<file path="src/rtl/mem_port_arbiter_pkg.sv">
// Shared types and helpers for the instruction/data RAM port arbiter.
package mem_arb_pkg;

  typedef enum logic {IDLE = 1'b0, RMW_WRITE = 1'b1} state_t;
  typedef enum logic {INSTR = 1'b0, DATA = 1'b1} req_id_t;

  localparam int WORD_BYTES = 4;

  // Take byte k from new_w where be[k] is set, otherwise keep old_w.
  function automatic logic [31:0] byte_merge(input logic [31:0] old_w,
                                             input logic [31:0] new_w,
                                             input logic [3:0]  be);
    logic [31:0] res;
    res = old_w;
    for (int k = 0; k < WORD_BYTES; k++) begin
      if (be[k]) res[8*k +: 8] = new_w[8*k +: 8];
    end
    return res;
  endfunction

endpackage

</file>
<file path="src/rtl/mem_port_arbiter_rr_arb2.sv">
// Two-way round-robin arbiter: bit 0 = instruction port, bit 1 = data port.
module mem_rr_arb2
  import mem_arb_pkg::*;
(
  input  logic       clk,
  input  logic       rst,
  input  logic       en_i,
  input  logic [1:0] req_i,
  output logic [1:0] gnt_o
);

  req_id_t rr_last_q, rr_last_d;

  always_comb begin
    gnt_o     = 2'b00;
    rr_last_d = rr_last_q;
    if (en_i) begin
      // On a tie the port that was not granted last wins.
      if (req_i == 2'b11) gnt_o = (rr_last_q == DATA) ? 2'b01 : 2'b10;
      else                gnt_o = req_i;
      if (gnt_o[0])      rr_last_d = INSTR;
      else if (gnt_o[1]) rr_last_d = DATA;
    end
  end

  always_ff @(posedge clk) begin
    if (rst) rr_last_q <= DATA;
    else     rr_last_q <= rr_last_d;
  end

endmodule

</file>
<file path="src/rtl/mem_port_arbiter.sv">
// Shares one byte-enable-less RAM between fetch and load/store ports;
// partial writes become a read-modify-write over two cycles.
module mem_port_arbiter
  import mem_arb_pkg::*;
#(
  parameter int RAM_DEPTH = 1024,
  parameter int ADDR_W    = $clog2(RAM_DEPTH)
) (
  input  logic              clk,
  input  logic              rst,
  input  logic              i_req,
  input  logic [31:0]       i_addr,
  output logic              i_gnt,
  output logic              i_rvalid,
  output logic [31:0]       i_rdata,
  output logic              i_err,
  input  logic              d_req,
  input  logic              d_we,
  input  logic [3:0]        d_be,
  input  logic [31:0]       d_addr,
  input  logic [31:0]       d_wdata,
  output logic              d_gnt,
  output logic              d_rvalid,
  output logic [31:0]       d_rdata,
  output logic              d_err,
  output logic [ADDR_W-1:0] ram_addr,
  output logic [31:0]       ram_din,
  output logic              ram_we,
  output logic              ram_regce,
  input  logic [31:0]       ram_dout
);

  state_t              state_q, state_d;
  logic [1:0]          gnt;
  logic                i_oor, d_oor, d_part;
  logic [ADDR_W-1:0]   rmw_addr_q;
  logic [3:0]          rmw_be_q;
  logic [31:0]         rmw_wdata_q;
  logic                i_rvalid_q, i_err_q, d_rvalid_q, d_err_q, d_wr_q;
  logic [31:0]         i_hold_q, d_hold_q;
  logic                unused_addr_lsb;

  assign unused_addr_lsb = ^{i_addr[1:0], d_addr[1:0]};

  mem_rr_arb2 u_arb (
    .clk   (clk),
    .rst   (rst),
    .en_i  (!rst && state_q == IDLE),
    .req_i ({d_req, i_req}),
    .gnt_o (gnt)
  );

  assign i_gnt     = gnt[0];
  assign d_gnt     = gnt[1];
  assign ram_regce = 1'b1;
  assign i_oor     = |i_addr[31:ADDR_W+2];
  assign d_oor     = |d_addr[31:ADDR_W+2];
  assign d_part    = d_we && (d_be != 4'h0) && (d_be != 4'hF);

  always_comb begin
    state_d  = state_q;
    ram_addr = '0;
    ram_din  = '0;
    ram_we   = 1'b0;
    if (!rst) begin
      unique case (state_q)
        IDLE: begin
          if (i_gnt && !i_oor) begin
            ram_addr = i_addr[ADDR_W+1:2];
          end else if (d_gnt && !d_oor) begin
            if (!d_we) begin
              ram_addr = d_addr[ADDR_W+1:2];
            end else if (d_be == 4'hF) begin
              ram_addr = d_addr[ADDR_W+1:2];
              ram_din  = d_wdata;
              ram_we   = 1'b1;
            end else if (d_be != 4'h0) begin
              ram_addr = d_addr[ADDR_W+1:2];
              state_d  = RMW_WRITE;
            end
          end
        end
        RMW_WRITE: begin
          ram_addr = rmw_addr_q;
          ram_din  = byte_merge(ram_dout, rmw_wdata_q, rmw_be_q);
          ram_we   = 1'b1;
          state_d  = IDLE;
        end
        default: state_d = IDLE;
      endcase
    end
  end

  // Read data arrives from the RAM in the response cycle; the hold
  // registers keep the last presented value while rvalid is low.
  assign i_rvalid = i_rvalid_q;
  assign i_err    = i_err_q;
  assign i_rdata  = i_rvalid_q ? (i_err_q ? 32'h0 : ram_dout) : i_hold_q;
  assign d_rvalid = d_rvalid_q;
  assign d_err    = d_err_q;
  assign d_rdata  = d_rvalid_q ? ((d_err_q || d_wr_q) ? 32'h0 : ram_dout) : d_hold_q;

  always_ff @(posedge clk) begin
    if (rst) begin
      state_q     <= IDLE;
      rmw_addr_q  <= '0;
      rmw_be_q    <= '0;
      rmw_wdata_q <= '0;
      i_rvalid_q  <= 1'b0;
      i_err_q     <= 1'b0;
      i_hold_q    <= '0;
      d_rvalid_q  <= 1'b0;
      d_err_q     <= 1'b0;
      d_wr_q      <= 1'b0;
      d_hold_q    <= '0;
    end else begin
      state_q    <= state_d;
      i_rvalid_q <= i_gnt;
      if (i_gnt) i_err_q <= i_oor;
      if (i_rvalid_q) i_hold_q <= i_rdata;
      // In-range partial writes respond one cycle later, out of RMW_WRITE.
      d_rvalid_q <= (d_gnt && !(d_part && !d_oor)) || (state_q == RMW_WRITE);
      if (d_gnt) begin
        d_err_q     <= d_oor;
        d_wr_q      <= d_we;
        rmw_addr_q  <= d_addr[ADDR_W+1:2];
        rmw_be_q    <= d_be;
        rmw_wdata_q <= d_wdata;
      end
      if (d_rvalid_q) d_hold_q <= d_rdata;
    end
  end

endmodule

</file>
<file path="config.mk">
export PLATFORM = sky130hd
export DESIGN_NAME = mem_port_arbiter
export DESIGN_NICKNAME = d
export VERILOG_FILES = /design/src/rtl/mem_port_arbiter_pkg.sv /design/src/rtl/mem_port_arbiter_rr_arb2.sv /design/src/rtl/mem_port_arbiter.sv
export SDC_FILE = /design/constraint.sdc
export NUM_CORES = 1
export LEC_CHECK = 0
export ABC_AREA = 1
export CAP_MARGIN = 20
export CORE_UTILIZATION = 43
export DETAILED_ROUTE_END_ITERATION = 10
export PLACE_DENSITY = 0.8
export SLEW_MARGIN = 40
export SYNTH_ARGS = -nofsm -noshare
export SYNTH_HDL_FRONTEND = slang
export SYNTH_SLANG_ARGS = --single-unit
</file>
<file path="constraint.sdc">
create_clock -name clk -period 1.7 [get_ports clk]
set_input_delay 0.255 -clock clk [delete_from_list [all_inputs] [get_ports clk]]
set_output_delay 0.255 -clock clk [all_outputs]
set_load 0.01 [all_outputs]
</file>
Word level (Yosys, flattened, before mapping)
Cells that the tools add are included.
{"block": "totals", "ff_bits": 117, "out_inout_bits": 114, "wordCells": 73, "inputBits": 137}
{"block": "op_classes", "n_eq_ne": 3, "bitwise_logic": 1, "reduce_logical": 18, "muxes": 39}
{"cell": "32-bit 2-to-1 mux", "count": 9}
{"cell": "32-bit one-hot mux with 2 select lines", "count": 1}
{"cell": "10-bit 2-to-1 mux", "count": 6}
{"cell": "20-bit OR reduction", "count": 2}
{"cell": "8-bit 2-to-1 mux", "count": 4}
{"cell": "10-bit one-hot mux with 2 select lines", "count": 1}
{"cell": "1-bit 2-to-1 mux", "count": 12}
{"cell": "2-bit 2-to-1 mux", "count": 4}
{"cell": "1-bit logical AND", "count": 7}
{"cell": "4-bit == test (second input constant)", "count": 1}
{"cell": "1-bit logical NOT", "count": 4}
{"cell": "4-bit inequality test (second input constant)", "count": 1}
{"cell": "1-bit one-hot mux with 2 select lines", "count": 2}
{"cell": "4-bit nonzero test", "count": 1}
{"cell": "2-bit == test (second input constant)", "count": 1}
{"cell": "1-bit logical OR", "count": 2}
{"cell": "2-bit AND reduction", "count": 1}
{"cell": "2-bit nonzero test", "count": 1}
{"cell": "1-bit NOT", "count": 1}

Longest topological paths before layout
Gate-level depths: netlist of the first run.
{"block": "depth", "ltp_word": 9, "ltp_mapped": 10, "depth_no_buf": 8}

Modules after synthesis
Synthesis of the first run repeated with hierarchy kept, for this count alone.
{"block": "unflattened", "cells_unflattened": 974, "hier_area_um2": 6336.1}
{"mod": "mem_port_arbiter", "seq_area_each_um2": 2322.2, "area_per_inst_um2": 6264.8, "n_inst": 1, "cells_per_inst": 962}
{"mod": "mem_rr_arb2", "seq_area_each_um2": 20.0, "area_per_inst_um2": 71.3, "n_inst": 1, "cells_per_inst": 12}

Worst setup path after synthesis of the first run
OpenSTA, ideal clock, no wires.
{"block": "synth_path", "kind": "register to output", "startpoint": "register state_q", "endpoint": "output port ram_addr[5]", "path_stages_with_launch": 11, "slack_ns": 0.050, "n_path_buf": 3, "arrival_time_ns": 1.395, "t_required_ns": 1.445, "path_cell_list": "dfxtp_1 buf_6 nor2_4 inv_2 nor2_4 nand2_1 o21a_1 buf_6 buf_6 nand2_1 nand3_1"}
{"block": "synth_between", "elab_cells_between_ends": 9, "classes_between": "5 x mux; 1 x bitwise; 3 x reduce/logical"}
{"element": "start, declared", "line": "mem_port_arbiter.sv:33", "text": "state_t state_q, state_d;"}
{"element": "start signal, assigned", "line": "mem_port_arbiter.sv:117", "text": "state_q <= state_d;"}
{"element": "1-bit NOT"}
{"element": "1-bit logical AND", "line": "mem_port_arbiter.sv:48", "text": ".en_i (!rst && state_q == IDLE),"}
{"element": "2-bit 2-to-1 mux", "line": "mem_port_arbiter_rr_arb2.sv:17", "text": "if (en_i) begin"}
{"element": "via i_gnt", "line": "mem_port_arbiter.sv:13", "text": "output logic i_gnt,"}
{"element": "1-bit logical AND", "line": "mem_port_arbiter.sv:68", "text": "if (i_gnt && !i_oor) begin"}
{"element": "10-bit 2-to-1 mux", "line": "mem_port_arbiter.sv:68"}
{"element": "10-bit one-hot mux with 2 select lines", "line": "mem_port_arbiter.sv:66", "text": "unique case (state_q)"}
{"element": "10-bit 2-to-1 mux", "line": "mem_port_arbiter.sv:65", "text": "if (!rst) begin"}
{"element": "end, declared", "line": "mem_port_arbiter.sv:26", "text": "output logic [ADDR_W-1:0] ram_addr,"}
The timed path passes the listed nets, and every way through them passes these cells.

Worst setup path in the final report of the first run
{"block": "layout_path", "startpoint": "register state_q", "endpoint": "output port ram_din[22]"}
{"block": "layout_between", "elab_chain_cells": 8, "elab_cells_between_ends": 9, "classes_between": "5 x mux; 1 x bitwise; 3 x reduce/logical"}
{"element": "1-bit NOT"}
{"element": "1-bit logical AND", "line": "mem_port_arbiter.sv:48"}
{"element": "2-bit 2-to-1 mux", "line": "mem_port_arbiter_rr_arb2.sv:17"}
{"element": "1-bit logical AND", "line": "mem_port_arbiter.sv:70", "text": "end else if (d_gnt && !d_oor) begin"}
{"element": "32-bit 2-to-1 mux", "line": "mem_port_arbiter.sv:70"}
{"element": "32-bit 2-to-1 mux", "line": "mem_port_arbiter.sv:68"}
{"element": "32-bit one-hot mux with 2 select lines (*)", "line": "mem_port_arbiter.sv:66"}
{"element": "32-bit 2-to-1 mux (*)", "line": "mem_port_arbiter.sv:65"}
{"element": "end, declared", "line": "mem_port_arbiter.sv:27", "text": "output logic [31:0] ram_din,"}
Mark *: on every way between the ends. The rest lies on a longest branch, timed or not.

==> reports/metrics.yaml, run 1 <==
outcome:
  status: "finished, violations left"
  violations: "negative setup slack"
sta:
  drv_slew: 0
  setup_ws_ns: -0.539
  setup_viol: 92
  min_period_over_period: 1.32
  relSlewSlack: 0.625
  setup_tns_ns: -22.79
  skew_ns: 0.0110
  worst_slew_pin_slew_ns: 0.562
  rsz0062_at_grt: "yes"
  timing.hold.ws_ns: 0.407
  hold_viol_final: 0
  fmax_ghz: 0.447
  fin_crit_ns: 2.24
cells_and_area:
  layout_common_cells: "inv_1, clkdlybuf4s50_1, buf_4"
  antenna_cells: 0
  seq_area_mm2: 0.00236
  area_delta_synth_final_pct: 102
  drive_gt1_frac: 0.384
  final_util: 0.886
  multi_input_area_mm2: 0.00376
  fill_cells: 611
  nets: 1399
  layout_commonest_cell: "inv_1"
  fin_area_mm2: 0.0117
global_routing:
  grt_pass1_vias: 7696
  grt.total_usage: 0.363
  antenna_found_initial: 0
  grt_pass1_wl_um: 39400
  grt_max_degree: 46
  grt_overflow: 0
placement:
  port_buffers: 245
  place.gp.congestion: 0.900
  hpwl_um: 14300
  place_area_mm2: 0.00910
yosys:
  syn-instance-count: 887
  synth_compound_area_frac: 0.180
  yosys.area.top_type_share: 0.405
  synth_nets: 1024
  synth_top_family_by_area: "simple AND/OR/NAND/NOR gates"
  yosysSeqAreaShare: 0.405
  syn-cell-area_mm2: 0.00579
  syn-mean-instance-area_um2: 6.52
  synth_xor_area_frac: 0
  yosys.area_share.adder: 0
  synth.area.top_cells: "dfxtp_1, inv_1, nand2_1, o22ai_1, nand3_1"
  synth-simple-area-share: 0.250
  yosysWarnings: 0
  synthDistinctLibCells: 27
  synthMuxAreaShare: 0
  yosys_register_bits: 117
  synth_area_leader_cell: "dfxtp_1"
drt:
  vias: 8354
  wl_per_cell_um: 20.8
  met3_length_um: 3170
  drtAntennaViolNets: 0
  drt_iter0_markers: 940
  first_pass_iters: 6
  drc: 0
  wirelength_um: 30200
  via_per_inst: 5.77
  wl_met2_um: 14300
  wl_met1_um: 10600
  top_layer_used: "met4"
cts:
  tritoncts: "built"
  cts_root_buf: "clkbuf_16"
  clk_path_buf_depth: 2
  clk_latency_ns: 0.42
  clock_sinks: 117
  clk_pin_slew_ns: 0.05
  tritoncts.num_buffers: 17
  htreeDepth: 4
flow_run:
  maxCapViolCount: 0
floorplan:
  die_area_mm2: 0.0139
  rows: 42
  start_util: 0.439
  core_mm2: 0.0132
  die_h_um: 118
  ios: 251
  die_w_um: 118
power:
  clock_power_share: 0.410
  power_switching_mw: 2.39
  p_int_mw: 6.08
  p_total_mw: 8.47
  power_leakage_nw: 5.41
  p_sw_frac: 0.283
  power_frac_comb: 0.241
  p_seq_frac: 0.349
  ir_drop_uv: 649
  powerDensity_mw_per_mm2: 725
critical_path:
  crit_path_end_kind: "primary output"
  cp_data_arrival_time_ns: 1.98
  required_ns: 1.44
  path_max_fanout: 7
  crit_type: "reg -> out"
  startpoint_type: "flip-flop"
worst_hold_path:
  timing.hold.worst.class: "in -> reg"
-- power by group through the flow --
stage / registers (mW) / clock network, mW / logic, mW
after floorplan: 2.98 / 0 / 0.516
after global placement: 2.99 / 0 / 1.35
after detailed placement: 2.99 / 0 / 1.36
after CTS: 2.94 / 3.43 / 1.64
after global routing: 2.96 / 3.59 / 2.12
final: 2.96 / 3.47 / 2.04
-- state kept, by name, summed over array words and instances, names as in the netlist --
| register | flops |
|---|---|
| i_hold_q | 32 |
| rmw_addr_q | 10 |
| d_wr_q | 1 |
| rmw_wdata_q | 32 |
| i_rvalid | 1 |
| i_err | 1 |
| d_err | 1 |
| d_rvalid | 1 |
| rmw_be_q | 4 |
| state_q | 1 |
| u_arb.rr_last_q | 1 |
| d_hold_q | 32 |
-- worst max-delay path, cell delays in order, from the launching register on --
cell     delay, ns
dfxtp_4       0.35
nor2_4        0.09
buf_4         0.13
nand3_4       0.12
nor3_4        0.25
buf_6         0.15
buf_12        0.14
nand3_1       0.11
nand2_1       0.09
buf_2         0.14
-- layer usage --
| layer | vias up | GRT usage |
|---|---|---|
| met5 | - | 0 |
| met4 | 0 | 0.236 |
| met3 | 207 | 0.0858 |
| met2 | 685 | 0.616 |
| met1 | 3884 | 0.406 |
| li1 | 3578 | - |
-- repair_timing --
action,4_1_cts,5_1_grt
setup buffers,24,29
hold buffers,0,0
endpoints found under the setup margin,113,127
resized for setup,649,195
gates cloned,12,6
pin swaps,23,57
-- path summary, 6_finish.rpt --
check	startpoint	end	slack, ns	cells after the start
hold / removal	rst	i_rvalid$_SDFF_PP0_	0.41	6
setup reg to reg	state_q$_SDFF_PP0_	rmw_wdata_q[18]$_SDFFE_PP0P_	-0.01	7
hold reg to reg	rmw_addr_q[9]$_SDFFE_PP0P_	rmw_addr_q[9]$_SDFFE_PP0P_	0.47	2
setup / recovery	state_q$_SDFF_PP0_	ram_din[22]	-0.54	9
-- Yosys cell counts --
| cell type | n |
|---|---|
| nand3_1 | 76 |
| and2_0 | 2 |
| nand2_1 | 151 |
| o21ai_1 | 10 |
| a31oi_1 | 1 |
| conb_1 | 1 |
| buf_6 | 5 |
| a22o_1 | 2 |
| o21a_1 | 2 |
| nand4_1 | 3 |
| buf_2 | 7 |
| o21ai_0 | 37 |
| nor3_1 | 16 |
| buf_1 | 10 |
| nor3_4 | 1 |
| buf_4 | 3 |
| dfxtp_1 | 117 |
| a21oi_1 | 73 |
| nand3_2 | 1 |
| inv_2 | 4 |
| nor2_4 | 2 |
| nor2_1 | 87 |
| inv_1 | 177 |
| clkbuf_1 | 31 |
| o22ai_1 | 64 |
| clkinv_1 | 2 |
| nor2_2 | 2 |
-- cell type report --
type                    instances  share of cell area
clock inverters                 9             0.00910
inverters                     183              0.0597
multi-input cells             531               0.322
well taps                     176              0.0188
repair buffers                412               0.350
clock buffers                  21              0.0385
flip-flops and latches        117               0.202
-- metrics by stage --
stage,cells,setup slack (ns)
after floorplan,887,0.0501
after global placement,1360,-0.761
after detailed placement,1360,-0.757
after CTS,1425,-0.538
after global routing,1449,-0.576
final,1449,-0.539
-- cell families after synthesis --
family	Yosys count
buffers and inverters	239
other	1
AOI/OAI and AO/OA	189
DFF	117
and+or+nand+nor	341
(Power assumes the default switching activity.)
==> run 2: changes to the inputs <==
HOLD_SLACK_MARGIN = 0.06   (was default)
==> results of run 2 <==
Same layout as run 1: the final DEF is identical, and so are final timing and power.
